## config.mk

```make
export PLATFORM = sky130hd
export DESIGN_NAME = seq_ctrl
export DESIGN_NICKNAME = d
export VERILOG_FILES = /design/src/rtl/seq_ctrl_pkg.sv /design/src/rtl/seq_ctrl_dec.sv /design/src/rtl/seq_ctrl.sv
export SDC_FILE = /design/constraint.sdc
export NUM_CORES = 1
export LEC_CHECK = 0
export ABC_AREA = 1
export BUFFER_PORTS_ARGS = -buffer_cell sky130_fd_sc_hd__buf_4
export CAP_MARGIN = 5
export CELL_PAD_IN_SITES_DETAIL_PLACEMENT = 1
export CELL_PAD_IN_SITES_GLOBAL_PLACEMENT = 1
export CORE_ASPECT_RATIO = 1.1
export CORE_MARGIN = 2
export CORE_UTILIZATION = 24
export DETAILED_ROUTE_END_ITERATION = 10
export PLACE_DENSITY_LB_ADDON = 0.1
export SLEW_MARGIN = 20
export SYNTH_ARGS = -nofsm -noshare
export SYNTH_HDL_FRONTEND = slang
export SYNTH_SLANG_ARGS = --single-unit
```

## constraint.sdc

```tcl
create_clock -name clk -period 2.6 [get_ports clk]
set_clock_uncertainty 0.1 [all_clocks]
set_input_delay 0.52 -clock clk [delete_from_list [all_inputs] [get_ports clk]]
set_output_delay 0.52 -clock clk [all_outputs]
set_load 0.05 [all_outputs]
```

## src/rtl/seq_ctrl_pkg.sv

```systemverilog
// Shared encodings for the sequencer: opcodes, ALU selectors, PSR bit indices,
// FSM state codes and the decoded instruction class.
package seq_ctrl_pkg;

    localparam int OPC_W_DEF   = 8;
    localparam int PSR_W_DEF   = 4;
    localparam int ALUOP_W_DEF = 3;

    localparam logic [7:0] MCU_NOP   = 8'h00;
    localparam logic [7:0] MCU_LOAD  = 8'h01;
    localparam logic [7:0] MCU_ADD   = 8'h02;
    localparam logic [7:0] MCU_SUB   = 8'h03;
    localparam logic [7:0] MCU_JUMP  = 8'h04;
    localparam logic [7:0] MCU_STORE = 8'h05;
    localparam logic [7:0] MCU_AND   = 8'h06;
    localparam logic [7:0] MCU_OR    = 8'h07;
    localparam logic [7:0] MCU_XOR   = 8'h08;
    localparam logic [7:0] MCU_JZ    = 8'h09;
    localparam logic [7:0] MCU_JN    = 8'h0A;
    localparam logic [7:0] MCU_JC    = 8'h0B;
    localparam logic [7:0] MCU_HALT  = 8'hFF;

    localparam logic [2:0] ALUOP_PASS = 3'd0;
    localparam logic [2:0] ALUOP_ADD  = 3'd1;
    localparam logic [2:0] ALUOP_SUB  = 3'd2;
    localparam logic [2:0] ALUOP_AND  = 3'd3;
    localparam logic [2:0] ALUOP_OR   = 3'd4;
    localparam logic [2:0] ALUOP_XOR  = 3'd5;

    localparam int PSR_Z = 0;
    localparam int PSR_N = 1;
    localparam int PSR_C = 2;
    localparam int PSR_V = 3;

    localparam logic [2:0] ST_FETCH   = 3'd0;
    localparam logic [2:0] ST_OPERAND = 3'd1;
    localparam logic [2:0] ST_EXEC    = 3'd2;
    localparam logic [2:0] ST_HALT    = 3'd3;
    localparam logic [2:0] ST_IRQ     = 3'd4;

    typedef enum logic [2:0] {
        CLS_NOP,
        CLS_ALU,
        CLS_STORE,
        CLS_JUMP,
        CLS_COND
    } instr_class_e;

endpackage

```

## src/rtl/seq_ctrl_dec.sv

```systemverilog
// Combinational opcode decoder: instruction class, ALU selector, PSR flag
// used by conditional jumps, and a legal-opcode flag.
module seq_ctrl_dec
    import seq_ctrl_pkg::*;
#(
    parameter int OPC_W   = OPC_W_DEF,
    parameter int ALUOP_W = ALUOP_W_DEF
) (
    input  logic [OPC_W-1:0]   opcode,
    output instr_class_e       cls,
    output logic [ALUOP_W-1:0] alu_op,
    output logic [1:0]         cond_sel,
    output logic               legal
);

    always_comb begin
        cls      = CLS_NOP;
        alu_op   = ALUOP_W'(ALUOP_PASS);
        cond_sel = 2'(PSR_Z);
        legal    = 1'b1;
        case (opcode)
            OPC_W'(MCU_LOAD):  cls = CLS_ALU;
            OPC_W'(MCU_ADD):   begin cls = CLS_ALU; alu_op = ALUOP_W'(ALUOP_ADD); end
            OPC_W'(MCU_SUB):   begin cls = CLS_ALU; alu_op = ALUOP_W'(ALUOP_SUB); end
            OPC_W'(MCU_AND):   begin cls = CLS_ALU; alu_op = ALUOP_W'(ALUOP_AND); end
            OPC_W'(MCU_OR):    begin cls = CLS_ALU; alu_op = ALUOP_W'(ALUOP_OR);  end
            OPC_W'(MCU_XOR):   begin cls = CLS_ALU; alu_op = ALUOP_W'(ALUOP_XOR); end
            OPC_W'(MCU_STORE): cls = CLS_STORE;
            OPC_W'(MCU_JUMP):  cls = CLS_JUMP;
            OPC_W'(MCU_JZ):    begin cls = CLS_COND; cond_sel = 2'(PSR_Z); end
            OPC_W'(MCU_JN):    begin cls = CLS_COND; cond_sel = 2'(PSR_N); end
            OPC_W'(MCU_JC):    begin cls = CLS_COND; cond_sel = 2'(PSR_C); end
            // HALT never reaches EXEC in normal flow; treat it as a NOP if it does.
            OPC_W'(MCU_NOP), OPC_W'(MCU_HALT): cls = CLS_NOP;
            default:           legal = 1'b0;
        endcase
    end

endmodule

```

## src/rtl/seq_ctrl.sv

```systemverilog
// Multi-cycle fetch/operand/execute sequencer for the accumulator CPU.
// Optional interrupt entry is compiled in with SEQ_CTRL_IRQ_EN.
module seq_ctrl
    import seq_ctrl_pkg::*;
#(
    parameter int OPC_W   = OPC_W_DEF,
    parameter int PSR_W   = PSR_W_DEF,
    parameter int ALUOP_W = ALUOP_W_DEF
) (
    input  logic               clk,
    input  logic               rst,
    input  logic [OPC_W-1:0]   opcode,
    input  logic [OPC_W-1:0]   imem_data,
    input  logic [PSR_W-1:0]   psr,
    input  logic               imem_ready,
    input  logic               dmem_ready,
    output logic               opcode_update,
    output logic               imm_update,
    output logic               acc_update,
    output logic               psr_update,
    output logic [ALUOP_W-1:0] alu_operation,
    output logic               pc_count,
    output logic               pc_load,
    output logic               ram_read,
    output logic               ram_write,
    output logic               halted,
`ifdef SEQ_CTRL_IRQ_EN
    input  logic               irq,
    output logic               irq_ack,
    output logic               pc_vec,
`endif
    output logic               illegal
);

    logic [2:0]         state_q, state_d;
    instr_class_e       cls;
    logic [ALUOP_W-1:0] alu_op;
    logic [1:0]         cond_sel;
    logic               legal;
    logic               exec_done;

    seq_ctrl_dec #(
        .OPC_W   (OPC_W),
        .ALUOP_W (ALUOP_W)
    ) u_dec (
        .opcode   (opcode),
        .cls      (cls),
        .alu_op   (alu_op),
        .cond_sel (cond_sel),
        .legal    (legal)
    );

`ifdef SEQ_CTRL_IRQ_EN
    logic irq_prev_q, irq_prev_d;
    logic pending_q, pending_d;

    // Edge-detect irq so a held level requests only one entry.
    always_comb begin
        irq_prev_d = irq;
        pending_d  = (pending_q && (state_q != ST_IRQ)) || (irq && !irq_prev_q);
    end

    always_ff @(posedge clk) begin
        if (rst) begin
            irq_prev_q <= irq_prev_d;
            pending_q  <= 1'b0;
        end else begin
            irq_prev_q <= irq_prev_d;
            pending_q  <= pending_d;
        end
    end
`endif

    always_comb begin
        state_d       = state_q;
        exec_done     = 1'b0;
        opcode_update = 1'b0;
        imm_update    = 1'b0;
        acc_update    = 1'b0;
        psr_update    = 1'b0;
        alu_operation = ALUOP_W'(ALUOP_PASS);
        pc_count      = 1'b0;
        pc_load       = 1'b0;
        ram_read      = 1'b0;
        ram_write     = 1'b0;
        halted        = 1'b0;
        illegal       = 1'b0;
`ifdef SEQ_CTRL_IRQ_EN
        irq_ack       = 1'b0;
        pc_vec        = 1'b0;
`endif
        case (state_q)
            ST_FETCH: begin
                if (imem_ready) begin
                    opcode_update = 1'b1;
                    pc_count      = 1'b1;
                    // The opcode register only updates at the edge, so HALT is seen on the bus.
                    state_d = (imem_data == OPC_W'(MCU_HALT)) ? ST_HALT : ST_OPERAND;
                end
            end
            ST_OPERAND: begin
                if (imem_ready) begin
                    imm_update = 1'b1;
                    pc_count   = 1'b1;
                    state_d    = ST_EXEC;
                end
            end
            ST_EXEC: begin
                case (cls)
                    CLS_ALU: begin
                        ram_read      = 1'b1;
                        alu_operation = alu_op;
                        if (dmem_ready) begin
                            acc_update = 1'b1;
                            psr_update = 1'b1;
                            exec_done  = 1'b1;
                        end
                    end
                    CLS_STORE: begin
                        ram_write = 1'b1;
                        exec_done = dmem_ready;
                    end
                    CLS_JUMP: begin
                        pc_load   = 1'b1;
                        exec_done = 1'b1;
                    end
                    CLS_COND: begin
                        pc_load   = psr[cond_sel];
                        exec_done = 1'b1;
                    end
                    default: begin
                        illegal   = !legal;
                        exec_done = 1'b1;
                    end
                endcase
                if (exec_done) begin
`ifdef SEQ_CTRL_IRQ_EN
                    state_d = pending_q ? ST_IRQ : ST_FETCH;
`else
                    state_d = ST_FETCH;
`endif
                end
            end
            ST_HALT: begin
                halted = 1'b1;
`ifdef SEQ_CTRL_IRQ_EN
                if (pending_q) state_d = ST_IRQ;
`endif
            end
`ifdef SEQ_CTRL_IRQ_EN
            ST_IRQ: begin
                pc_load = 1'b1;
                pc_vec  = 1'b1;
                irq_ack = 1'b1;
                state_d = ST_FETCH;
            end
`endif
            default: state_d = ST_FETCH;
        endcase
        if (rst) begin
            state_d       = ST_FETCH;
            opcode_update = 1'b0;
            imm_update    = 1'b0;
            acc_update    = 1'b0;
            psr_update    = 1'b0;
            alu_operation = ALUOP_W'(ALUOP_PASS);
            pc_count      = 1'b0;
            pc_load       = 1'b0;
            ram_read      = 1'b0;
            ram_write     = 1'b0;
            halted        = 1'b0;
            illegal       = 1'b0;
`ifdef SEQ_CTRL_IRQ_EN
            irq_ack       = 1'b0;
            pc_vec        = 1'b0;
`endif
        end
    end

    always_ff @(posedge clk) begin
        if (rst) state_q <= ST_FETCH;
        else     state_q <= state_d;
    end

endmodule
```

=== Word level (Yosys, flattened, before mapping) ===
Cells that the tools add are included.

* Register bits: 3
* Input port bits: 24
* Logic and storage cells: 76

* $lt $le $gt $ge: 1
* Eq/ne operators: 23
* Multiplexer cells: 41
* Bitwise logic cells: 1
* Reductions and logical operators: 9

{| class="wikitable"
|+ Operators with widths
! operator !! count
|-
| $eq A8 B3 Y1 const B || 4
|-
| $eq A8 B4 Y1 const B || 4
|-
| $mux W1 || 27
|-
| $pmux W3 S4 || 2
|-
| $mux W3 || 6
|-
| $eq A8 B2 Y1 const B || 2
|-
| $eq A8 B8 Y1 const B || 2
|-
| $pmux W3 S5 || 1
|-
| $reduce_or A13 Y1 || 1
|-
| $eq A3 B2 Y1 const B || 4
|-
| $eq A8 B1 Y1 const B || 1
|-
| $logic_not A8 Y1 || 1
|-
| $eq A3 B1 Y1 const B || 2
|-
| $ne A2 B2 Y1 const B || 3
|-
| $reduce_or A6 Y1 || 1
|-
| $pmux W1 S2 || 2
|-
| $pmux W2 S2 || 1
|-
| $reduce_and A4 Y1 || 1
|-
| $reduce_or A4 Y1 || 1
|-
| $eq A3 B3 Y1 const B || 1
|-
| $logic_not A3 Y1 || 1
|-
| $lt A2 B3 Y1 const B || 1
|-
| $reduce_or A3 Y1 || 1
|-
| $bmux W1 S2 || 1
|-
| other kinds (4) || 4
|}

=== Depth between registers and ports, before layout ===
Gate-level depths: netlist (run 1).

* Word-level depth: 8
* Mapped depth: 10
* Gate-level depth less buffers: 10

=== Modules after synthesis ===
Synthesis (run 1) repeated with hierarchy kept, for this count alone.

* Cell total of the unflattened synthesis: 109
* Area total of the unflattened synthesis: 555.5 um^2

{| class="wikitable"
|+ By module, submodules not included
! module !! times used !! cells each !! area each (um^2) !! seq. area each (um^2)
|-
| seq_ctrl || 1 || 69 || 351.6 || 40.0
|-
| seq_ctrl_dec || 1 || 40 || 203.9 || 0.0
|}

=== Worst setup path before layout (run 1) ===
No wires, ideal clock.

* Path type: input-to-output
* Start point: input opcode[5]
* End point: output psr_update
* Arrival time: 2091 ps
* Data required time: 1980 ps
* Path slack: -111 ps
* Stages: 8
* Buffers on the path: 1
* Cell sequence: inv_1 > nand2_2 > nor2_8 > nand3_1 > nand3_2 > nand2_4 > nor2_1 > buf_4

* Word-level cells in the longest chain between the ends: 7

{| class="wikitable"
|+ RTL lines
! what !! line !! RTL
|-
| start, declared || seq_ctrl.sv:12 || <nowiki>input logic [OPC_W-1:0] opcode,</nowiki>
|-
| $eq A8 B1 Y1, or another cell as far along || seq_ctrl_dec.sv:21 || <nowiki>case (opcode)</nowiki>
|-
| $reduce_or A6 Y1 (no line) or $reduce_or A3 Y1 (tied branches) || - ||
|-
| $pmux W3 S4 (*) || seq_ctrl_dec.sv:21 ||
|-
| $eq A3 B1 Y1 (*) || - ||
|-
| $mux W1 (*) (3 in series) || - ||
|-
| end, declared || seq_ctrl.sv:20 || <nowiki>output logic psr_update,</nowiki>
|}

Mark *: on every way between the ends. The rest lies on a longest branch, timed or not.

=== Worst setup path after layout (run 1) ===
* Start point: input opcode[5]
* End point: output pc_load

* Word-level cells in the longest chain between the ends: 7

{| class="wikitable"
|+ RTL lines
! what !! line !! RTL
|-
| $eq A8 B1 Y1, or another cell as far along || seq_ctrl_dec.sv:21 ||
|-
| $reduce_or A6 Y1 (no line), or another cell as far along || - ||
|-
| $pmux W3 S4 or $bmux W1 S2 (tied branches) || seq_ctrl_dec.sv:21, seq_ctrl.sv:128 ||
|-
| $eq A3 B3 Y1, or another cell as far along || seq_ctrl.sv:109 || <nowiki>case (cls)</nowiki>
|-
| $pmux W1 S2 (*) || seq_ctrl.sv:109 ||
|-
| $mux W1 (*) || seq_ctrl.sv:92 || <nowiki>case (state_q)</nowiki>
|-
| $mux W1 (*) || seq_ctrl.sv:160 || <nowiki>if (rst) begin</nowiki>
|-
| end, declared || seq_ctrl.sv:23 || <nowiki>output logic pc_load,</nowiki>
|}

Mark *: on every way between the ends. The rest lies on a longest branch, timed or not. The select of a mux whose other input is x is not followed.

==> PnR_summary.wiki, run 1 <==
{| class="wikitable"
! Metric !! Value
|-
| Status || completed
|-
| Worst slack on hold paths || 0.393 ns
|-
| Path type of the worst setup path || input pin to primary output
|-
| Maximum net fanout on the critical path || 8
|-
| Maximum vdd ir drop || 0.193 mV
|-
| Final Setup Violations || 0
|-
| Die extent in y || 50.2 um
|-
| WP data arrival || 1.72 ns
|-
| Count of antenna diodes in the layout || 0
|-
| Minimum clock period || 2.34 ns
|-
| Vias after detailed routing || 672
|-
| Final max-slew violation count || 0
|-
| Async set-or-reset flop fraction in the synthesized netlist || 0%
|-
| Cell at the slowest stage of the critical path || sky130_fd_sc_hd__buf_4
|-
| Number of global-route vias before repair || 688
|-
| First-pass DRT Iterations || 3
|-
| DRC violation count after routing || 0
|-
| Mean area per synthesized cell || 5.41 sq um
|-
| Half-perimeter wire length after detailed placement || 1340 um
|-
| Number of nets with antenna violations after detailed routing || 0
|-
| Power density cells || 251 mW/mm^2
|-
| Clock slew at reported path FFs || 0.03 ns
|-
| Kind of start point of the critical path || input pin
|-
| Worst slack at placement || 0.243 ns
|-
| Unrepaired setup endpoints after global routing || no
|-
| R2r startpoint || state_q[1]
|-
| Cell Chain, Critical Path || buf_4 > inv_1 > nand2_2 > nor2_8 > inv_2 > nor2_2 > o211ai_1 > nand2_1 > o211ai_1 > a21oi_1 > buf_4
|-
| Path category of the worst min-delay check || input pin to flop
|-
| Largest register by flop count || state_q
|-
| Endpoint class of the critical path || primary output
|-
| Clock insertion delay at the later pin of the skew report || 0.23 ns
|-
| Number of buffers inserted to repair setup after CTS || 0
|-
| Number of gates resized after CTS || 0
|-
| Via density || 4.77
|-
| Die Area || 0.00231 sq mm
|-
| Total clock buffers created by CTS || 3
|-
| Number of core rows || 16
|-
| Worst Reg2Reg Path Length in Cells || 7
|-
| Post-route standard cell area excluding fillers || 768 sq um
|-
| Clk sinks || 2
|-
| Most repeated cell in the gate-level netlist after synthesis || sky130_fd_sc_hd__nand2_1
|-
| Commonest cells post-synth || sky130_fd_sc_hd__nand2_1, sky130_fd_sc_hd__inv_1, sky130_fd_sc_hd__nor2_1
|-
| Worst slew margin || 81.6%
|-
| Pin count of the biggest net entering global routing || 9
|-
| Cell area after synthesis || 465 sq um
|-
| Biggest area consumer among synthesized cells || sky130_fd_sc_hd__nand2_1
|-
| Starting Density || 25.8%
|-
| Wire length of the first global-routing pass || 2610 um
|-
| Worst Max-Slew Pin Slew || 0.275 ns
|-
| Post-layout net count || 149
|-
| Max-cap violation count || 0
|-
| Count of buffer and inverter cells on the critical path || 4
|-
| Cells taking the most area after synthesis || sky130_fd_sc_hd__nand2_1, sky130_fd_sc_hd__inv_1, sky130_fd_sc_hd__nor2_1
|-
| Highest clock rate || 427 MHz
|-
| Worst Path Required || 1.98 ns
|-
| Post-Route Utilization || 42.6%
|-
| Seq. cell area || 40.0 sq um
|-
| Setup slack of the critical path after layout || 0.258 ns
|-
| Number of I/O port buffers || 35
|-
| Multi-input logic area || 353 sq um
|-
| Routability congestion estimate from global placement || 0.811
|-
| Filler instances || 264
|-
| Largest incremental delay on the critical path || 0.21 ns
|-
| Number of violations reported at the end of detailed-routing iteration 0 || 3
|-
| Top-Level Pins || 37
|-
| Hold Path End || state_q[0]
|-
| Final hold violation count || 0
|-
| Worst Hold Path Cells || 2
|-
| Placeable core area || 0.00180 sq mm
|-
| Overflow after GRT || 0
|-
| Most used flip-flop cell after synthesis || sky130_fd_sc_hd__dfxtp_1
|-
| EDFF count, synth || 0
|-
| Cell chosen for the clock root || sky130_fd_sc_hd__clkbuf_4
|-
| Area after detailed placement || 746 sq um
|-
| Die width || 46.0 um
|-
| CP delay by family, top || simple AND/OR/NAND/NOR gates
|-
| Number of flip-flops under the largest register name || 2
|-
| Count of state elements after synthesis || 2
|-
| CTS tree || done
|-
| Setup Total Neg Slack || 0 ns
|-
| Origin of the worst min-delay path || rst
|-
| Area delta synth->final || 65.1%
|-
| Area fraction of the dominant cell type after synthesis || 12.9%
|-
| Wirelength per Cell || 11.0 um
|-
| Total of hold buffers inserted after clock tree synthesis || 0
|-
| Fin crit share || 90.1%
|-
| Fraction of layout cells with a size suffix above 1 || 46.3%
|-
| LEAKAGE || 0.455 nW
|-
| Leading registers by flop count || state_q (2)
|-
| Cells after Synth || 86
|-
| Number of library cell types mapped by synthesis || 20
|-
| Number of levels in the clock H-tree || 1
|-
| Number of buffers between clock root and the deepest sink || 2
|-
| Sequential element share of the synthesized area || 8.60%
|-
| Number of warnings printed during yosys synthesis || 0
|-
| Net count of the mapped netlist || 110
|-
| Total routing resource utilization after global routing || 15.0%
|-
| Register-to-register setup slack || 1.35 ns
|-
| Number of antenna violations at the first check in global routing || 0
|-
| FF-to-FF End || state_q[1]
|-
| Total Wirelength || 1550 um
|}
logic make-up after synthesis:
group	share of synthesized area, %
compound gates	14.5
buf+inv	16.1
flops	8.60
simple gates	60.8
worst max-delay path by stage:
stage / start / end / slack [ns] / depth (start not counted)
after global routing: opcode[4] / pc_load / 0.09 / 11
after global placement: opcode[5] / pc_load / 0.24 / 11
after detailed placement: opcode[5] / pc_load / 0.24 / 11
after CTS: opcode[5] / pc_load / 0.23 / 11
final: opcode[5] / pc_load / 0.26 / 11
after floorplan: opcode[5] / pc_load / 0.03 / 9
metal layers:
metal / part of all wire (%) / vias up / GRT usage, % / wire [um]
met4: 1.4 / 0 / 8.57 / 21
li1: - / 349 / - / -
met5: 0 / - / 0 / 0
met2: 59 / 22 / 30.1 / 909
met3: 4.3 / 3 / 0 / 66
met1: 36 / 298 / 14.0 / 550
final cells by class:
class / instances / share of cell area, %
sequential: 2 / 5.21
clock buffer: 3 / 2.93
timing repair buffer: 35 / 34.2
multi-input combinational: 65 / 45.9
tap: 18 / 2.93
inverter: 18 / 8.79
report_power, final:
| part | internal, mW | leakage, nW | switching (mW) |
|---|---|---|---|
| combinational | 0.0377 | 0.425 | 0.0496 |
| clock | 0.0510 | 0.0138 | 0.0189 |
| sequential | 0.0332 | 0.0165 | 0.00238 |
| total | 0.122 | 0.455 | 0.0709 |
stage by stage:
stage | std cells | power [mW]
floorplan | 86 | 0.0809
global placement | 138 | 0.122
detailed placement | 138 | 0.124
CTS | 141 | 0.196
global route | 141 | 0.208
finish | 141 | 0.193
cell usage in the layout (no fill, tap or decap):
cell	count
sky130_fd_sc_hd__nand2_1	16
sky130_fd_sc_hd__clkbuf_4	3
sky130_fd_sc_hd__a211oi_1	1
sky130_fd_sc_hd__nand3_2	1
sky130_fd_sc_hd__nand2_4	1
sky130_fd_sc_hd__nand4_1	4
sky130_fd_sc_hd__a32oi_1	1
sky130_fd_sc_hd__dfxtp_1	2
sky130_fd_sc_hd__buf_4	35
sky130_fd_sc_hd__nand2_2	5
sky130_fd_sc_hd__nor2_2	5
sky130_fd_sc_hd__nand3_1	5
sky130_fd_sc_hd__o211ai_1	3
sky130_fd_sc_hd__nor2_1	12
sky130_fd_sc_hd__a21oi_1	4
sky130_fd_sc_hd__inv_1	13
sky130_fd_sc_hd__nor2_8	1
sky130_fd_sc_hd__nor3_1	4
sky130_fd_sc_hd__inv_2	5
sky130_fd_sc_hd__or2_1	1
sky130_fd_sc_hd__o21ai_2	1
Note: power is estimated with default switching activity, not from simulation.
==> run 2: changes to the inputs <==
--- a/config.mk
+++ b/config.mk
@@ -12,7 +12,7 @@
 export CELL_PAD_IN_SITES_GLOBAL_PLACEMENT = 1
 export CORE_ASPECT_RATIO = 1.1
 export CORE_MARGIN = 2
-export CORE_UTILIZATION = 24
+export CORE_UTILIZATION = 20
 export DETAILED_ROUTE_END_ITERATION = 10
 export PLACE_DENSITY_LB_ADDON = 0.1
 export SLEW_MARGIN = 20
==> constraint.sdc (replaced) <==
create_clock -name clk -period 2.1 [get_ports clk]
set_clock_uncertainty 0.1 [all_clocks]
set_input_delay 0.42 -clock clk [delete_from_list [all_inputs] [get_ports clk]]
set_output_delay 0.42 -clock clk [all_outputs]
set_load 0.05 [all_outputs]
==> run 2 against run 1 <==
Final cell count increased by 18%. Critical path depth stayed put. Register-to-register slack worse by 0.50 ns. Largest cell class is now buffers. Clock-buffer cell count did not move. Core utilization up 1.4 points. Clock power up 17%. Setup slack worse by 0.22 ns. Critical endpoint is now psr_update. First-iteration DRC count is 67% lower.
==> PnR_summary.wiki, run 2 (synthesized netlist as in run 1, its figures left out) <==
{| class="wikitable"
! Metric !! Value
|-
| Power density cells || 262 mW/mm^2 (+4.2%)
|-
| Wirelength per Cell || 10.1 um (-7.5%)
|-
| Maximum vdd ir drop || 0.356 mV (+84%)
|-
| Worst Path Required || 1.58 ns (-0.40 ns)
|-
| Path category of the worst min-delay check || input pin to flop
|-
| Routability congestion estimate from global placement || 0.749 (-7.7%)
|-
| Worst slack at placement || -0.0773 ns (-0.321 ns)
|-
| Largest register by flop count || state_q
|-
| Total Wirelength || 1700 um (+9.6%)
|-
| Status || completed
|-
| Setup slack of the critical path after layout || 0.0374 ns (-0.220 ns)
|-
| Worst Max-Slew Pin Slew || 0.273 ns (-0.00195 ns)
|-
| Final std cells w/o fill || 167 (+18%)
|-
| First-pass DRT Iterations || 3 (unchanged)
|-
| Total clock buffers created by CTS || 3 (unchanged)
|-
| Minimum clock period || 2.06 ns
|-
| Number of I/O port buffers || 35 (unchanged)
|-
| Number of antenna violations at the first check in global routing || 0 (unchanged)
|-
| Area delta synth->final || 111%
|-
| Final Setup Violations || 0 (unchanged)
|-
| Clock slew at reported path FFs || 0.03 ns (about the same)
|-
| Fraction of layout cells with a size suffix above 1 || 56.9% (+11 points)
|-
| Setup Total Neg Slack || 0 ns (unchanged)
|-
| Via density || 4.37 (-8.3%)
|-
| Path type of the worst setup path || input pin to primary output
|-
| Pin count of the biggest net entering global routing || 7 (-2)
|-
| Number of levels in the clock H-tree || 1 (unchanged)
|-
| Endpoint class of the critical path || primary output
|-
| Starting Density || 20.9% (-5.0 points)
|-
| Highest clock rate || 485 MHz
|-
| Number of buffers between clock root and the deepest sink || 2 (unchanged)
|-
| Highest-count cells in the layout ignoring fill and taps || sky130_fd_sc_hd__buf_4, sky130_fd_sc_hd__nand2_1, sky130_fd_sc_hd__nor2_1
|-
| Unrepaired setup endpoints after global routing || yes
|-
| WP data arrival || 1.54 ns (-0.18 ns)
|-
| Number of global-route vias before repair || 723 (+5.1%)
|-
| Fin crit share || 98.2%
|-
| Cell chosen for the clock root || sky130_fd_sc_hd__clkbuf_4
|-
| Number of nets with antenna violations after detailed routing || 0 (unchanged)
|-
| Number of core rows || 18 (+2)
|-
| Seq. cell area || 40.0 sq um (unchanged)
|-
| Overflow after GRT || 0 (unchanged)
|-
| Area after detailed placement || 852 sq um (+14%)
|-
| Die extent in y || 54.6 um (+8.8%)
|-
| Number of flip-flops under the largest register name || 2 (unchanged)
|-
| Die width || 50.0 um (+8.7%)
|-
| Filler instances || 297 (+13%)
|-
| Final max-slew violation count || 0 (unchanged)
|-
| R2r startpoint || state_q[1]
|-
| Post-Route Utilization || 44.0% (+1.4 points)
|-
| Max-cap violation count || 0 (unchanged)
|-
| Clock insertion delay at the later pin of the skew report || 0.22 ns (about the same)
|-
| Placeable core area || 0.00223 sq mm (+24%)
|-
| CP startpoint || opcode[5]
|-
| Clk sinks || 2 (unchanged)
|-
| Kind of start point of the critical path || input pin
|-
| Worst Hold Path Cells || 2 (unchanged)
|-
| Post-route standard cell area excluding fillers || 981 sq um (+28%)
|-
| Wire length of the first global-routing pass || 2820 um (+7.9%)
|-
| Commonest non-fill, non-tap cell in the layout || sky130_fd_sc_hd__buf_4
|-
| Origin of the worst min-delay path || rst
|-
| LEAKAGE || 0.548 nW (+20%)
|-
| Total routing resource utilization after global routing || 12.9% (-2.1 points)
|-
| DRC violation count after routing || 0 (unchanged)
|-
| Final hold violation count || 0 (unchanged)
|-
| Maximum net fanout on the critical path || 6 (-2)
|-
| Die Area || 0.00273 sq mm (+18%)
|-
| Top-Level Pins || 37 (unchanged)
|-
| Number of violations reported at the end of detailed-routing iteration 0 || 1 (-2)
|-
| Number of placed cells counting well taps || 160 (+16%)
|-
| Worst slew margin || 81.7% (+0.12 points)
|-
| Leading registers by flop count || state_q (2)
|-
| Vias after detailed routing || 730 (+8.6%)
|-
| Worst Reg2Reg Path Length in Cells || 7 (unchanged)
|-
| Count of antenna diodes in the layout || 0 (unchanged)
|-
| Total of hold buffers inserted after clock tree synthesis || 0 (unchanged)
|-
| Half-perimeter wire length after detailed placement || 1450 um (+8.4%)
|-
| CTS tree || done
|-
| Multi-input logic area || 392 sq um (+11%)
|-
| Post-layout net count || 163 (+9.4%)
|}
-- run 2: cell count changes in the layout (fill, tap and decap cells not counted), moves of 2 or more --
cell	previous run	this run
sky130_fd_sc_hd__buf_4	35	41
sky130_fd_sc_hd__buf_6	0	5
sky130_fd_sc_hd__buf_8	0	3
sky130_fd_sc_hd__inv_1	13	9
sky130_fd_sc_hd__inv_4	0	5
sky130_fd_sc_hd__nand2_4	1	3
sky130_fd_sc_hd__nor2_2	5	3
sky130_fd_sc_hd__nor2_4	0	2
-- run 2: routing by layer --
layer  share of wire [%]  GRT usage, %
met5                   0             0
met4                   0          1.39
met1                  36          13.4
met2                  60          28.3
met3                 4.1          1.37
-- run 2: final timing paths --
check	to	slack [ns]
worst max-delay path	psr_update	0.04
worst min-delay path	state_q[0]	0.31
worst max register to register	state_q[1]	0.85
worst min register to register	state_q[0]	0.44
-- run 2: area by class of cell --
class                      count  area share (%)
tap                           30            3.83
multi-input combinational     65            39.9
clock buffer                   3            2.30
sequential                     2            4.08
inverter                      18            8.16
timing repair buffer          49            41.7
-- run 2: report_power, final --
group          internal, mW  switching (mW)  leakage [nW]
Combinational        0.0612          0.0693         0.517
Clock                0.0628          0.0192        0.0138
Sequential           0.0411         0.00303        0.0165
-- run 2: critical path, stage by stage --
cell and delay, ns:
sky130_fd_sc_hd__buf_8 0.10, sky130_fd_sc_hd__inv_4 0.04, sky130_fd_sc_hd__nand2_4 0.06, sky130_fd_sc_hd__nor2_8 0.16, sky130_fd_sc_hd__buf_4 0.13, sky130_fd_sc_hd__nand2_2 0.06, sky130_fd_sc_hd__nand3_2 0.09, sky130_fd_sc_hd__nand2_4 0.06
sky130_fd_sc_hd__buf_4 0.14, sky130_fd_sc_hd__nor2_4 0.12, sky130_fd_sc_hd__buf_8 0.16
-- run 2: stage by stage --
step | hold slack (ns) | total power [mW]
floorplan | 0.384 | 0.101
global placement | 0.440 | 0.160
detailed placement | 0.441 | 0.164
CTS | 0.305 | 0.260
global route | 0.314 | 0.280
finish | 0.310 | 0.257
-- run 2: timing repair --
item,in CTS,in global routing
setup buffers,3,1
endpoints found under the setup margin,4,5
pin swaps,7,6
resized for setup,15,10
